--- config.mk ---
export PLATFORM = sky130hd
export DESIGN_NAME = vector_normalize_arbiter
export DESIGN_NICKNAME = d
export VERILOG_FILES = /design/src/rtl/vector_normalize_arbiter.sv
export SDC_FILE = /design/constraint.sdc
export NUM_CORES = 1
export LEC_CHECK = 0
export ABC_CLOCK_PERIOD_IN_PS = 4200
export CAP_MARGIN = 20
export CORE_MARGIN = 2
export CORE_UTILIZATION = 54
export CTS_CLUSTER_DIAMETER = 150
export CTS_CLUSTER_SIZE = 25
export DETAILED_ROUTE_END_ITERATION = 10
export GPL_ROUTABILITY_DRIVEN = 0
export PLACE_DENSITY = 0.84
export SYNTH_ARGS = -nofsm -noshare
export SYNTH_HDL_FRONTEND = slang
export SYNTH_SLANG_ARGS = --single-unit
export TNS_END_PERCENT = 20
--- constraint.sdc ---
create_clock -name clk -period 4.2 [get_ports clk]
set_input_delay 0.42 -clock clk [delete_from_list [all_inputs] [get_ports clk]]
set_output_delay 0.42 -clock clk [all_outputs]
set_load 0.01 [all_outputs]
--- src/rtl/vector_normalize_arbiter.sv ---
`default_nettype none
// ============================================================================
// Module      : vector_normalize_arbiter
// Description : Round-robin, credit-based sharing of one fixed-latency,
//               non-stallable vector_normalize unit between NUM_REQ clients.
// Revision    : 1.0 - initial release
// ============================================================================

`ifndef FIXED_W
`define FIXED_W 16
`endif

module vector_normalize_arbiter #(
    parameter int NUM_REQ      = 4,
    parameter int NORM_LATENCY = `FIXED_W + 1,
    parameter int RET_DEPTH    = 4,
    parameter int VEC_W        = 3 * `FIXED_W
) (
    input  logic                            clk,
    input  logic                            rst_n,
    input  logic [NUM_REQ-1:0]              req_valid,
    output logic [NUM_REQ-1:0]              req_ready,
    input  logic [NUM_REQ-1:0][VEC_W-1:0]   req_op,
    output logic [NUM_REQ-1:0]              rsp_valid,
    input  logic [NUM_REQ-1:0]              rsp_ready,
    output logic [NUM_REQ-1:0][VEC_W-1:0]   rsp_result,
    output logic [VEC_W-1:0]                norm_op,
    input  logic [VEC_W-1:0]                norm_result,
    output logic                            busy
);

    localparam int c_tag_w = (NUM_REQ > 1) ? $clog2(NUM_REQ) : 1;
    localparam int c_cnt_w = $clog2(RET_DEPTH) + 1;
    localparam int c_ptr_w = $clog2(RET_DEPTH);
    localparam logic [c_cnt_w-1:0] c_depth   = c_cnt_w'(RET_DEPTH);
    localparam logic [c_tag_w:0]   c_num_req = (c_tag_w + 1)'(NUM_REQ);
    localparam logic [c_tag_w-1:0] c_last    = c_tag_w'(NUM_REQ - 1);

    logic [c_tag_w-1:0]                   r_rr_ptr;
    logic [NUM_REQ-1:0][c_cnt_w-1:0]      w_inflight;
    logic [NUM_REQ-1:0][c_cnt_w-1:0]      w_count;
    logic [NUM_REQ-1:0][c_cnt_w-1:0]      w_credit;
    logic [NUM_REQ-1:0]                   w_elig;
    logic [NUM_REQ-1:0]                   w_grant;
    logic [NUM_REQ-1:0]                   w_push;
    logic [NUM_REQ-1:0]                   w_pop;
    logic                                 w_found;
    logic [c_tag_w-1:0]                   w_win;
    logic [c_tag_w-1:0]                   w_idx;
    logic [c_tag_w:0]                     w_sum;

    logic [VEC_W-1:0]                     r_norm_op;
    logic                                 r_iss_valid;
    logic [c_tag_w-1:0]                   r_iss_tag;
    logic [NORM_LATENCY-1:0]              r_dl_valid;
    logic [NORM_LATENCY-1:0][c_tag_w-1:0] r_dl_tag;
    logic                                 r_ret_valid;
    logic [c_tag_w-1:0]                   r_ret_tag;
    logic [VEC_W-1:0]                     r_ret_data;

    // Round-robin search starting at r_rr_ptr, wrapping at NUM_REQ.
    always_comb begin
        w_found = 1'b0;
        w_win   = '0;
        w_sum   = '0;
        w_idx   = '0;
        w_grant = '0;
        for (int k = 0; k < NUM_REQ; k++) begin
            w_sum = {1'b0, r_rr_ptr} + (c_tag_w + 1)'(k);
            w_idx = (w_sum >= c_num_req) ? c_tag_w'(w_sum - c_num_req) : c_tag_w'(w_sum);
            if (!w_found && w_elig[w_idx]) begin
                w_found = 1'b1;
                w_win   = w_idx;
            end
        end
        if (w_found && rst_n) begin
            w_grant[w_win] = 1'b1;
        end
    end

    assign req_ready = w_grant;
    assign norm_op   = r_norm_op;

    always_ff @(posedge clk or negedge rst_n) begin
        if (!rst_n) begin
            r_rr_ptr    <= '0;
            r_norm_op   <= '0;
            r_iss_valid <= 1'b0;
            r_iss_tag   <= '0;
        end else begin
            r_iss_valid <= w_found;
            r_iss_tag   <= w_win;
            r_norm_op   <= w_found ? req_op[w_win] : '0;
            if (w_found) begin
                r_rr_ptr <= (w_win == c_last) ? '0 : w_win + c_tag_w'(1);
            end
        end
    end

    // Owner tags ride alongside the unit's pipeline; a return register
    // then decouples the unit output from the FIFO write.
    always_ff @(posedge clk or negedge rst_n) begin
        if (!rst_n) begin
            r_dl_valid  <= '0;
            r_dl_tag    <= '0;
            r_ret_valid <= 1'b0;
            r_ret_tag   <= '0;
            r_ret_data  <= '0;
        end else begin
            r_dl_valid[0] <= r_iss_valid;
            r_dl_tag[0]   <= r_iss_tag;
            for (int k = 1; k < NORM_LATENCY; k++) begin
                r_dl_valid[k] <= r_dl_valid[k-1];
                r_dl_tag[k]   <= r_dl_tag[k-1];
            end
            r_ret_valid <= r_dl_valid[NORM_LATENCY-1];
            r_ret_tag   <= r_dl_tag[NORM_LATENCY-1];
            r_ret_data  <= norm_result;
        end
    end

    generate
        for (genvar i = 0; i < NUM_REQ; i++) begin : g_fifo
            logic [c_cnt_w-1:0] r_inflight;
            logic [c_cnt_w-1:0] r_count;
            logic [c_ptr_w-1:0] r_wr_ptr;
            logic [c_ptr_w-1:0] r_rd_ptr;
            logic [VEC_W-1:0]   r_mem [RET_DEPTH];

            assign w_inflight[i] = r_inflight;
            assign w_count[i]    = r_count;
            assign w_credit[i]   = c_depth - r_count - r_inflight;
            assign w_elig[i]     = req_valid[i] && (w_credit[i] != '0);
            assign w_push[i]     = r_ret_valid && (r_ret_tag == c_tag_w'(i));
            assign w_pop[i]      = rsp_valid[i] && rsp_ready[i];
            assign rsp_valid[i]  = (r_count != '0);
            assign rsp_result[i] = r_mem[r_rd_ptr];

            always_ff @(posedge clk or negedge rst_n) begin
                if (!rst_n) begin
                    r_inflight <= '0;
                    r_count    <= '0;
                    r_wr_ptr   <= '0;
                    r_rd_ptr   <= '0;
                end else begin
                    case ({w_grant[i], w_push[i]})
                        2'b10:   r_inflight <= r_inflight + c_cnt_w'(1);
                        2'b01:   r_inflight <= r_inflight - c_cnt_w'(1);
                        default: r_inflight <= r_inflight;
                    endcase
                    case ({w_push[i], w_pop[i]})
                        2'b10:   r_count <= r_count + c_cnt_w'(1);
                        2'b01:   r_count <= r_count - c_cnt_w'(1);
                        default: r_count <= r_count;
                    endcase
                    if (w_push[i]) begin
                        r_wr_ptr <= r_wr_ptr + c_ptr_w'(1);
                    end
                    if (w_pop[i]) begin
                        r_rd_ptr <= r_rd_ptr + c_ptr_w'(1);
                    end
                end
            end

            // Storage is deliberately not reset; r_count gates visibility.
            always_ff @(posedge clk) begin
                if (w_push[i]) begin
                    r_mem[r_wr_ptr] <= r_ret_data;
                end
            end

`ifndef SYNTHESIS
            a_no_overflow: assert property (@(posedge clk) disable iff (!rst_n)
                !(w_push[i] && !w_pop[i] && (r_count == c_depth)));
`endif
        end
    endgenerate

    assign busy = (|r_dl_valid) | (|w_inflight) | (|w_count);

endmodule

`default_nettype wire

* Word-level counts from Yosys, hierarchy flattened *
Memory sizes are Yosys's and may differ from the RTL's.
Cells that the tools add are included.
W data, S select, Z words.

word-level totals
  register bits = 195
  RAM bits = 768
  input port bits = 250
  output and inout port bits = 249
  word-level logic and storage cells = 200
  memories kept = 4

operators by class
  add/subtract/negate cells = 40
  $lt $le $gt $ge = 10
  equal/unequal tests = 20
  multiplexer cells = 43
  bitwise logic cells = 2
  reduce and logical (&&, ||, !) cells = 40

memories
  name             depth  bits a word  read ports  clocked after memory_dff  write ports  RTL line  source
  g_fifo[0].r_mem  4      48           1           0                         1            128       logic [VEC_W-1:0] r_mem [RET_DEPTH];
  g_fifo[1].r_mem  4      48           1           0                         1            128
  g_fifo[2].r_mem  4      48           1           0                         1            128
  g_fifo[3].r_mem  4      48           1           0                         1            128

operators with widths
  cell                   count
  $bmux W48 S2           1
  $mux W48               2
  $pmux W3 S2            8
  $add A3 B1 Y3 const B  8
  $reduce_bool A3 Y1     8
  $reduce_or A12 Y1      2
  $sub A3 B1 Y3 const B  8
  $eq A2 B2 Y1 const B   11
  $add A2 B1 Y2 const B  9
  $eq A2 B1 Y1 const B   9
  $mux W2                9
  $logic_and A1 B1 Y1    17
  $mux W1                17
  $reduce_or A17 Y1      1
  $reduce_bool A2 Y1     8
  $lt A2 B3 Y1 const B   5
  $sub A3 B3 Y3          4
  $sub A3 B3 Y3 const A  4
  $ge A3 B3 Y1 const B   3
  $bmux W1 S2            4
  $sub A2 B1 Y2 const B  4
  $add A2 B2 Y3 const B  2
  $mux W4                1
  $add A2 B1 Y3 const B  1
  6 further kinds        9

* Logic depth before layout (Yosys ltp) *
Gate-level depths: netlist of the first run.

  word-level depth = 23
  gate-level depth with buffers = 20
  mapped depth without buffers = 18

* Worst setup path after synthesis of the first run *
OpenSTA, ideal clock, no wires.

  path kind = register to register
  from = reg g_fifo[1].r_inflight[1]
  to = reg g_fifo[3].r_inflight[2]
  arrival time = 3.667 ns
  path slack = 0.454 ns
  stages on the path, launching flop included = 21
  path buffers = 3
  clock period less this slack = 3.746 ns
  cells stage by stage = dfrtp_1 > ha_1 > inv_1 > ha_1 > xor2_1 > xnor2_1 > o31ai_4 > or3b_1 > o221ai_1 > buf_4 > buf_6 > buf_8 > inv_1 > ha_1 > nand3_1 > ha_1 > inv_1 > fa_1 > xor2_1 > nor2_1 > xor2_1

between the ends
  cells in the longest elaborated chain, start to end = 22
  elaborated cells between the ends (all ways) = 36
  classes of those cells = 1 x add/sub; 2 x order compare; 2 x eq/ne; 20 x mux; 11 x reduce/logical

ends and longest elaborated chain
  element                                                             RTL line  source
  from (decl)                                                         124       logic [c_cnt_w-1:0] r_inflight;
  from (signal assigned)                                              147       2'b10: r_inflight <= r_inflight + c_cnt_w'(1);
  from (signal assigned)                                              148       2'b01: r_inflight <= r_inflight - c_cnt_w'(1);
  from (signal assigned)                                              149       default: r_inflight <= r_inflight;
  $sub A3 B3 Y3 (*)                                                   132       assign w_credit[i] = c_depth - r_count - r_inflight;
  $reduce_bool A3 Y1 (*)                                              133       assign w_elig[i] = req_valid[i] && (w_credit[i] != '0);
  $logic_and A1 B1 Y1 (*)                                             133
  $bmux W1 S2                                                         71        if (!w_found && w_elig[w_idx]) begin
  $mux W1 (not written as such)                                       71
  $mux W1                                                             71
  $logic_not A1 Y1                                                    71
  $logic_and A1 B1 Y1                                                 71
  (+7 left out)                                                       n/a
  via w_win[0]                                                        48        logic [c_tag_w-1:0] w_win;
  $lt A2 B3 Y1 (not written as such) or $ge A2 B1 Y1 (tied branches)  77        w_grant[w_win] = 1'b1;
  $logic_and A1 B1 Y1 (not written as such)                           77
  $mux W1 (not written as such)                                       77
  $demux W1 S2 (*)                                                    77
  $mux W4 (*)                                                         76        if (w_found && rst_n) begin
  $eq A2 B1 Y1 or $eq A2 B2 Y1 (tied branches)                        146       case ({w_grant[i], w_push[i]})
  $pmux W3 S2 or $reduce_bool A2 Y1 (tied branches)                   n/a
  to (signal assigned)                                                147
  to (signal assigned)                                                148
  to (signal assigned)                                                149
  to (decl)                                                           124

Mark *: on every way through the listed nets, which the timed path passes. The rest lies on a longest branch. The select of a mux whose other input is x is not followed.
A chain may end at the register's enable or synchronous reset.

* Worst setup path after layout of the first run *
  from = reg g_fifo[1].r_count[1]
  to = out req_ready[3]

between the ends
  cells in the longest elaborated chain, start to end = 21
  elaborated cells between the ends (all ways) = 33
  classes of those cells = 2 x add/sub; 2 x order compare; 19 x mux; 10 x reduce/logical

ends and longest elaborated chain
  element                                                             RTL line  source
  from (decl)                                                         125       logic [c_cnt_w-1:0] r_count;
  from (signal assigned)                                              152       2'b10: r_count <= r_count + c_cnt_w'(1);
  from (signal assigned)                                              153       2'b01: r_count <= r_count - c_cnt_w'(1);
  from (signal assigned)                                              154       default: r_count <= r_count;
  $sub A3 B3 Y3 (*) (2 in series)                                     132
  $reduce_bool A3 Y1 (*)                                              133
  $logic_and A1 B1 Y1 (*)                                             133
  $bmux W1 S2                                                         71
  $mux W1 (not written as such)                                       71
  $mux W1                                                             71
  $logic_not A1 Y1                                                    71
  $logic_and A1 B1 Y1                                                 71
  (+5 left out)                                                       n/a
  $logic_and A1 B1 Y1                                                 71
  $mux W2 (*)                                                         71
  via w_win[1]                                                        48
  $lt A2 B3 Y1 (not written as such) or $ge A2 B1 Y1 (tied branches)  77
  $logic_and A1 B1 Y1 (not written as such)                           77
  $mux W1 (not written as such)                                       77
  $demux W1 S2 (*)                                                    77
  $mux W4 (*)                                                         76
  to (decl)                                                           22        output logic [NUM_REQ-1:0] req_ready,

Marked as above.

==> impl_metrics.tcl, run 1 <==
set metrics [dict create \
    area_growth_pct 21.1 \
    final_layout_size_suffix_gt1_frac 0.146 \
    period_minus_slack_ns 4.05 \
    skew_ns 0.0309 \
    cp_max_fo 4 \
    grt_use_total 0.251 \
    place_hpwl_um 54100 \
    hold-path-cell-count 1 \
    setup-tns-final_ns 0 \
    critPathLaunchType "register" \
    port-buffer-count 498 \
    finalMaxSlewViolations 0 \
    layout_commonest_cell "edfxtp_1" \
    remaining_drc_errors 0 \
    h-tree-depth 2 \
    grt_max_degree 106 \
    vias 17744 \
    path_class "register to output pin" \
    clockRootBuffer "clkbuf_16" \
    crit_required_ns 3.78 \
    maxCapViolations 0 \
    worstMarginPinSlew_ns 1.02 \
    internal_power_mw 20.9 \
    die_w_um 261 \
    layout.cells.non_filler 3019 \
    insertion_delay_ns 0.63 \
    viasPerCell 5.88 \
    rsz0062_at_grt "false" \
    hold_violations 0 \
    p_seq_frac 0.440 \
    die_height_um 261 \
    syn_avg_cell_area_um2 22.2 \
    routed_wl_um 85000 \
    p_sw_frac 0.331 \
    crit_slowest_cell "dfrtp_1" \
    yosysWarnings 0 \
    first_global_vias 18529 \
    ios 499 \
    critPathLaunch "g_fifo[1].r_count[1]$_DFFE_PN0P_" \
    clk_pin_slew_ns 0.10 \
    combPwrFrac 0.405 \
    syn_inst 1606 \
    layout_common_cells "edfxtp_1, clkdlybuf4s50_1, mux4_2, dfrtp_1, mux2i_1" \
    dp_cells 2931 \
    max_freq_mhz 247 \
    relSlewSlack 0.318 \
    numCtsBuffers 44 \
    synth_area_um2 35700 \
    synth_seq_cells 963 \
    hold_path_class "input pin to register" \
    cts_tree "yes" \
    max_stage_delay_ns 0.42 \
    peakVddDrop_v 0.00105 \
    clock_sinks 963 \
    dr.pass1.iters 5 \
    placementRows 94 \
    end_kind "output pin" \
    start_util 0.544 \
    grt_pass1_wl_um 123000 \
    cts_max_path_buffers 3 \
    r2r_start "g_fifo[1].r_count[1]$_DFFE_PN0P_" \
    coreArea_um2 65600 \
    die-area_um2 68200 \
    antenna_found_initial 4 \
    reg2reg_to "g_fifo[3].r_inflight[2]$_DFFE_PN0P_" \
    crit_arrival_ns 3.63 \
    wire_per_inst_um 28.2 \
    syn_nets 1904 \
    min_period_over_period 0.964 \
    setup_viol 0 \
    clockPowerShare 0.155 \
    outcome "finished, final reports clean" \
    yosysSeqAreaShare 0.783 \
    layout.nets 2415 \
    synth.distinct_cells 36 \
    n_fill_cell 4137 \
    overflow 0 \
    worst-r2r-cell-count 18 \
    ant_nets 0 \
    power.density_nw_per_um2 723 \
    cp_cell_sequence "ha_1 -> inv_1 -> ha_1 -> xor2_1 -> xnor2_1 -> o31ai_4 -> o21ai_0 -> nor2b_1 -> a311o_2 -> inv_1 -> ha_1 -> nand3_1 -> inv_1 -> dlygate4sd2_1" \
    drt_iter0_drc 1468 \
    r2r_setup_slack_ns 0.32 \
    crit_end "req_ready[3]" \
    p_leak_nw 14.9 \
    p_sw_mw 10.3 \
]
## sequential cells by signal, indices dropped and copies added (netlist names)
register and flops:
r_ret_tag 2, r_iss_tag 2, g_fifo.r_count 12, norm_op 48, r_iss_valid 1, r_ret_valid 1
r_dl_tag 34, g_fifo.r_inflight 12, r_dl_valid 17, g_fifo.r_wr_ptr 8, g_fifo.r_mem 768, r_rr_ptr 2
g_fifo.r_rd_ptr 8, r_ret_data 48
## through the flow
stage	total power, mW	instance area [µm²]	util	setup WS, ns	hold slack (ns)
global placement	26.1	41900	0.638	0.534	0.334
CTS	31.5	43200	0.658	0.101	0.185
floorplan	20.7	35700	-	0.454	0.124
finish	31.3	43200	0.659	0.150	0.221
global route	32.6	43200	0.659	0.00619	0.192
detailed placement	26.6	41900	0.638	0.363	0.335
## Yosys cell counts
master    number  area [µm²]
edfxtp_1     768       23100
dfrtp_1      195        4880
mux4_2       192        4320
mux2i_1      102        1020
o22ai_1       48         300
inv_1         44         165
clkbuf_1      41         154
ha_1          40         500
xnor2_1       26         228
xor2_1        22         193
and2_1        21         131
buf_1         15        56.3
nor2_1        14        52.6
nand2_1       13        48.8
o21ai_0        9        45.0
buf_4          8        60.1
fa_1           8         160
nor4_1         7        43.8
nand3_1        6        30.0
mux2_2         4        45.0
or3_1          4        25.0
a21oi_1        2        10.0
buf_8          2        30.0
nand4_1        2        12.5
o31ai_1        2        15.0
a311o_1        1        10.0
and3b_1        1        8.76
buf_6          1        11.3
inv_2          1        3.75
nor2b_1        1        6.26
nor3_1         1        5.00
nor3b_1        1        7.51
o21a_1         1        7.51
o221ai_1       1        8.76
o31ai_4        1        21.3
or3b_1         1        8.76
## cell families (layout without fill, tap and decap cells)
group	Yosys count	after routing	synth area share
DFF	963	963	0.783
muxes	298	298	0.151
buffers and inverters	112	658	0.0135
and+or+nand+nor	72	72	0.0107
AOI/OAI and AO/OA	65	65	0.0117
adders and majority gates	48	48	0.0185
xor gates and xnor gates	48	48	0.0118
other	0	3	0
## power groups by stage
stage                     clock network [mW]  logic (mW)  registers [mW]
final                                   4.85        12.6            13.8
after global routing                    5.25        13.4            14.0
after global placement                     0        12.3            13.8
after floorplan                            0        7.31            13.4
after CTS                               4.95        12.8            13.8
after detailed placement                   0        12.7            14.0
## final cells by class
cell class                      instances  area, µm²  area share
Sequential cell                       963      28000       0.647
Timing Repair Buffer                  532       5380       0.124
Multi-Input combinational cell        531       7350       0.170
Tap cell                              864       1080      0.0250
Clock inverter                          4       63.8     0.00148
Antenna cell                            3       7.51    0.000174
Inverter                               45        169     0.00391
Clock buffer                           77       1220      0.0283
## layer usage
| metal | global-route usage | part of all wire |
|---|---|---|
| met5 | 0 | 0.00031 |
| met4 | 0.0737 | 0.030 |
| met3 | 0.0422 | 0.071 |
| met2 | 0.447 | 0.53 |
| met1 | 0.319 | 0.36 |
## worst min path at each step
| stage | from | end |
|---|---|---|
| finish | norm_result[5] | r_ret_data[5]$_DFF_PN0_ |
| global route | norm_result[5] | r_ret_data[5]$_DFF_PN0_ |
| CTS | norm_result[5] | r_ret_data[5]$_DFF_PN0_ |
| detailed placement | r_dl_tag[27]$_DFF_PN0_ | r_dl_tag[29]$_DFF_PN0_ |
| global placement | r_dl_tag[29]$_DFF_PN0_ | r_dl_tag[31]$_DFF_PN0_ |
| floorplan | rst_n | g_fifo[0].r_count[0]$_DFFE_PN0P_ |
## critical path, delay by kind of cell, from the launching register on
kind / cells / cell delay, ns
xor gates and xnor gates: 2 / 0.32
buffers and inverters: 4 / 0.53
DFF: 1 / 0.42
and+or+nand+nor: 2 / 0.28
AOI/OAI and AO/OA: 3 / 0.81
adders and majority gates: 3 / 0.64
## repair_timing
| item | CTS | global route |
|---|---|---|
| endpoints found under the setup margin | 4 | 2 |
| endpoints found under the hold margin | 36 | 0 |
| gates resized for setup | 9 | 3 |
| setup buffers | 3 | 0 |
| hold buffers | 1 | 0 |
| pin swaps | 2 | 0 |
No activity file was read; power rests on OpenSTA's default activity.
==> run 2: changes to the inputs <==
- CORE_UTILIZATION: 54 -> 63
- DONT_BUFFER_PORTS: default -> 1
==> run 2 against run 1 <==
The run now ends with hold timing left. Global-route usage up 4.1 points. Clock power fell by 1%. Routed wire length down 0.17%. Clock skew up 0.0070 ns.
==> impl_metrics.tcl, run 2 (synthesis results as in run 1) <==
set metrics [dict create \
    coreArea_um2 56200 \
    die-area_um2 58600 \
    wire_per_inst_um 34.1 \
    layout.nets 1989 \
    postCtsHoldBufs 81 \
    crit_required_ns 3.78 \
    period_minus_slack_ns 3.88 \
    max_stage_delay_ns 0.42 \
    die_height_um 242 \
    p_leak_nw 13.2 \
    path_class "register to output pin" \
    cts_resized 0 \
    overflow 0 \
    cp_max_fo 4 \
    insertion_delay_ns 0.62 \
    die_w_um 242 \
    cts_max_path_buffers 3 \
    internal_power_mw 18.5 \
    p_seq_frac 0.500 \
    cp_cell_sequence "ha_1 -> inv_1 -> ha_1 -> xor2_1 -> xnor2_1 -> o21ai_0 -> o21ai_0 -> nor2b_1 -> a311o_2 -> inv_1 -> ha_1 -> nand3_1 -> inv_1" \
    clockPowerShare 0.169 \
    worstMarginPinSlew_ns 1.05 \
    hold_violations 195 \
    placementRows 87 \
    crit_arrival_ns 3.46 \
    viasPerCell 6.58 \
    numCtsBuffers 44 \
    clock_sinks 963 \
    min_period_over_period 0.923 \
    crit_slowest_cell "dfrtp_1" \
    peakVddDrop_v 0.000824 \
    relSlewSlack 0.300 \
    routed_wl_um 84900 \
    dr.pass1.iters 5 \
    rsz0062_at_grt "false" \
    power_mw 28.4 \
    setup_viol 0 \
    top_register "g_fifo.r_mem" \
    final_layout_size_suffix_gt1_frac 0.172 \
    layout_common_cells "edfxtp_1, mux4_2, dfrtp_1, mux2i_1, dlygate4sd3_1" \
    postLayoutCellArea_um2 38800 \
    antenna_found_initial 11 \
    critPathLaunchType "register" \
    grt_pass1_wl_um 122000 \
    cts_tree "yes" \
    port-buffer-count 0 \
    layout_commonest_cell "edfxtp_1" \
    remaining_drc_errors 0 \
    power.density_nw_per_um2 732 \
    clk_pin_slew_ns 0.10 \
    grt_use_total 0.292 \
    p_sw_mw 9.88 \
    first_global_vias 17213 \
    h-tree-depth 2 \
    whs_ns -0.504 \
    setup-tns-final_ns 0 \
    place_hpwl_um 50200 \
    combPwrFrac 0.331 \
    largest_reg_flops 768 \
    maxCapViolations 0 \
    finalMaxSlewViolations 0 \
    hold_path_class "input pin to asynchronous set/reset pin" \
    violations "hold timing" \
    vias 16399 \
    end_kind "output pin" \
    outcome "finished with violations" \
    skew_ns 0.0380 \
    p_sw_frac 0.348 \
    ios 499 \
    n_fill_cell 3301 \
    area_growth_pct 8.60 \
    max_freq_mhz 258 \
    drt_iter0_drc 1643 \
    grt_max_degree 200 \
    placed_area_um2 36600 \
    start_util 0.635 \
    ant_nets 0 \
    clockRootBuffer "clkbuf_16" \
]
## run 2: layout make-up
| cell class | instances | area [µm²] | area share |
|---|---|---|---|
| diodes | 13 | 32.5 | 0.000839 |
| clock buffers | 75 | 1220 | 0.0314 |
| clock inverters | 3 | 41.3 | 0.00107 |
| inverters | 45 | 169 | 0.00436 |
| multi-input cells | 531 | 7330 | 0.189 |
| flip-flops and latches | 963 | 28000 | 0.721 |
| well taps | 756 | 946 | 0.0244 |
| repair buffers | 106 | 1060 | 0.0274 |
## run 2: power groups by stage
stage | Combinational (mW) | Clock [mW] | Sequential, mW
2_1_floorplan | 7.31 | 0 | 13.4
3_3_place_gp | 8.76 | 0 | 14.2
3_5_place_dp | 9.12 | 0 | 14.4
4_1_cts | 9.33 | 4.84 | 14.3
5_1_grt | 9.92 | 5.12 | 14.4
6_report | 9.40 | 4.79 | 14.2
## run 2: what timing repair did
item / 4_1_cts / 5_1_grt
setup buffers: 0 / 0
endpoints found under the setup margin: 0 / 0
endpoints found under the hold margin: 262 / 195
## run 2: final timing paths
kind	slack [ns]	startpoint	cells after the start	endpoint
worst max-delay path	0.32	g_fifo[0].r_inflight[1]$_DFFE_PN0P_	13	req_ready[2]
worst min-delay path	-0.50	rst_n	0	g_fifo[1].r_rd_ptr[0]$_DFFE_PN0P_
worst max register to register	0.39	g_fifo[0].r_inflight[1]$_DFFE_PN0P_	17	g_fifo[2].r_inflight[2]$_DFFE_PN0P_
worst min register to register	0.36	r_dl_tag[20]$_DFF_PN0_	0	r_dl_tag[22]$_DFF_PN0_
max in group asynchronous	4.25	rst_n	0	r_ret_data[20]$_DFF_PN0_
min in group clk	0.02	req_op[181]	2	norm_op[37]$_DFF_PN0_
## run 2: worst max-delay path, delay by kind of cell, from the launching register on
family / cells / cell delay, ns
AO/OA/AOI/OAI: 3 / 0.88
adder cells (fa/ha/maj): 3 / 0.62
flip-flops: 1 / 0.42
buffers and inverters: 3 / 0.35
XOR/XNOR: 2 / 0.31
AND/OR/NAND/NOR: 2 / 0.27
## run 2: metrics by stage
| stage | instances | setup WS (ns) | utilization |
|---|---|---|---|
| floorplan | 1606 | 0.454 | - |
| global placement | 2319 | 0.571 | 0.652 |
| detailed placement | 2319 | 0.478 | 0.652 |
| CTS | 2478 | 0.317 | 0.689 |
| global route | 2491 | 0.131 | 0.690 |
| finish | 2492 | 0.324 | 0.690 |
## run 2: per-layer routing
layer / GRT usage / routed length, µm
met5: 0 / 0
met4: 0.101 / 3270
met3: 0.0552 / 6830
met2: 0.522 / 45700
met1: 0.361 / 29100
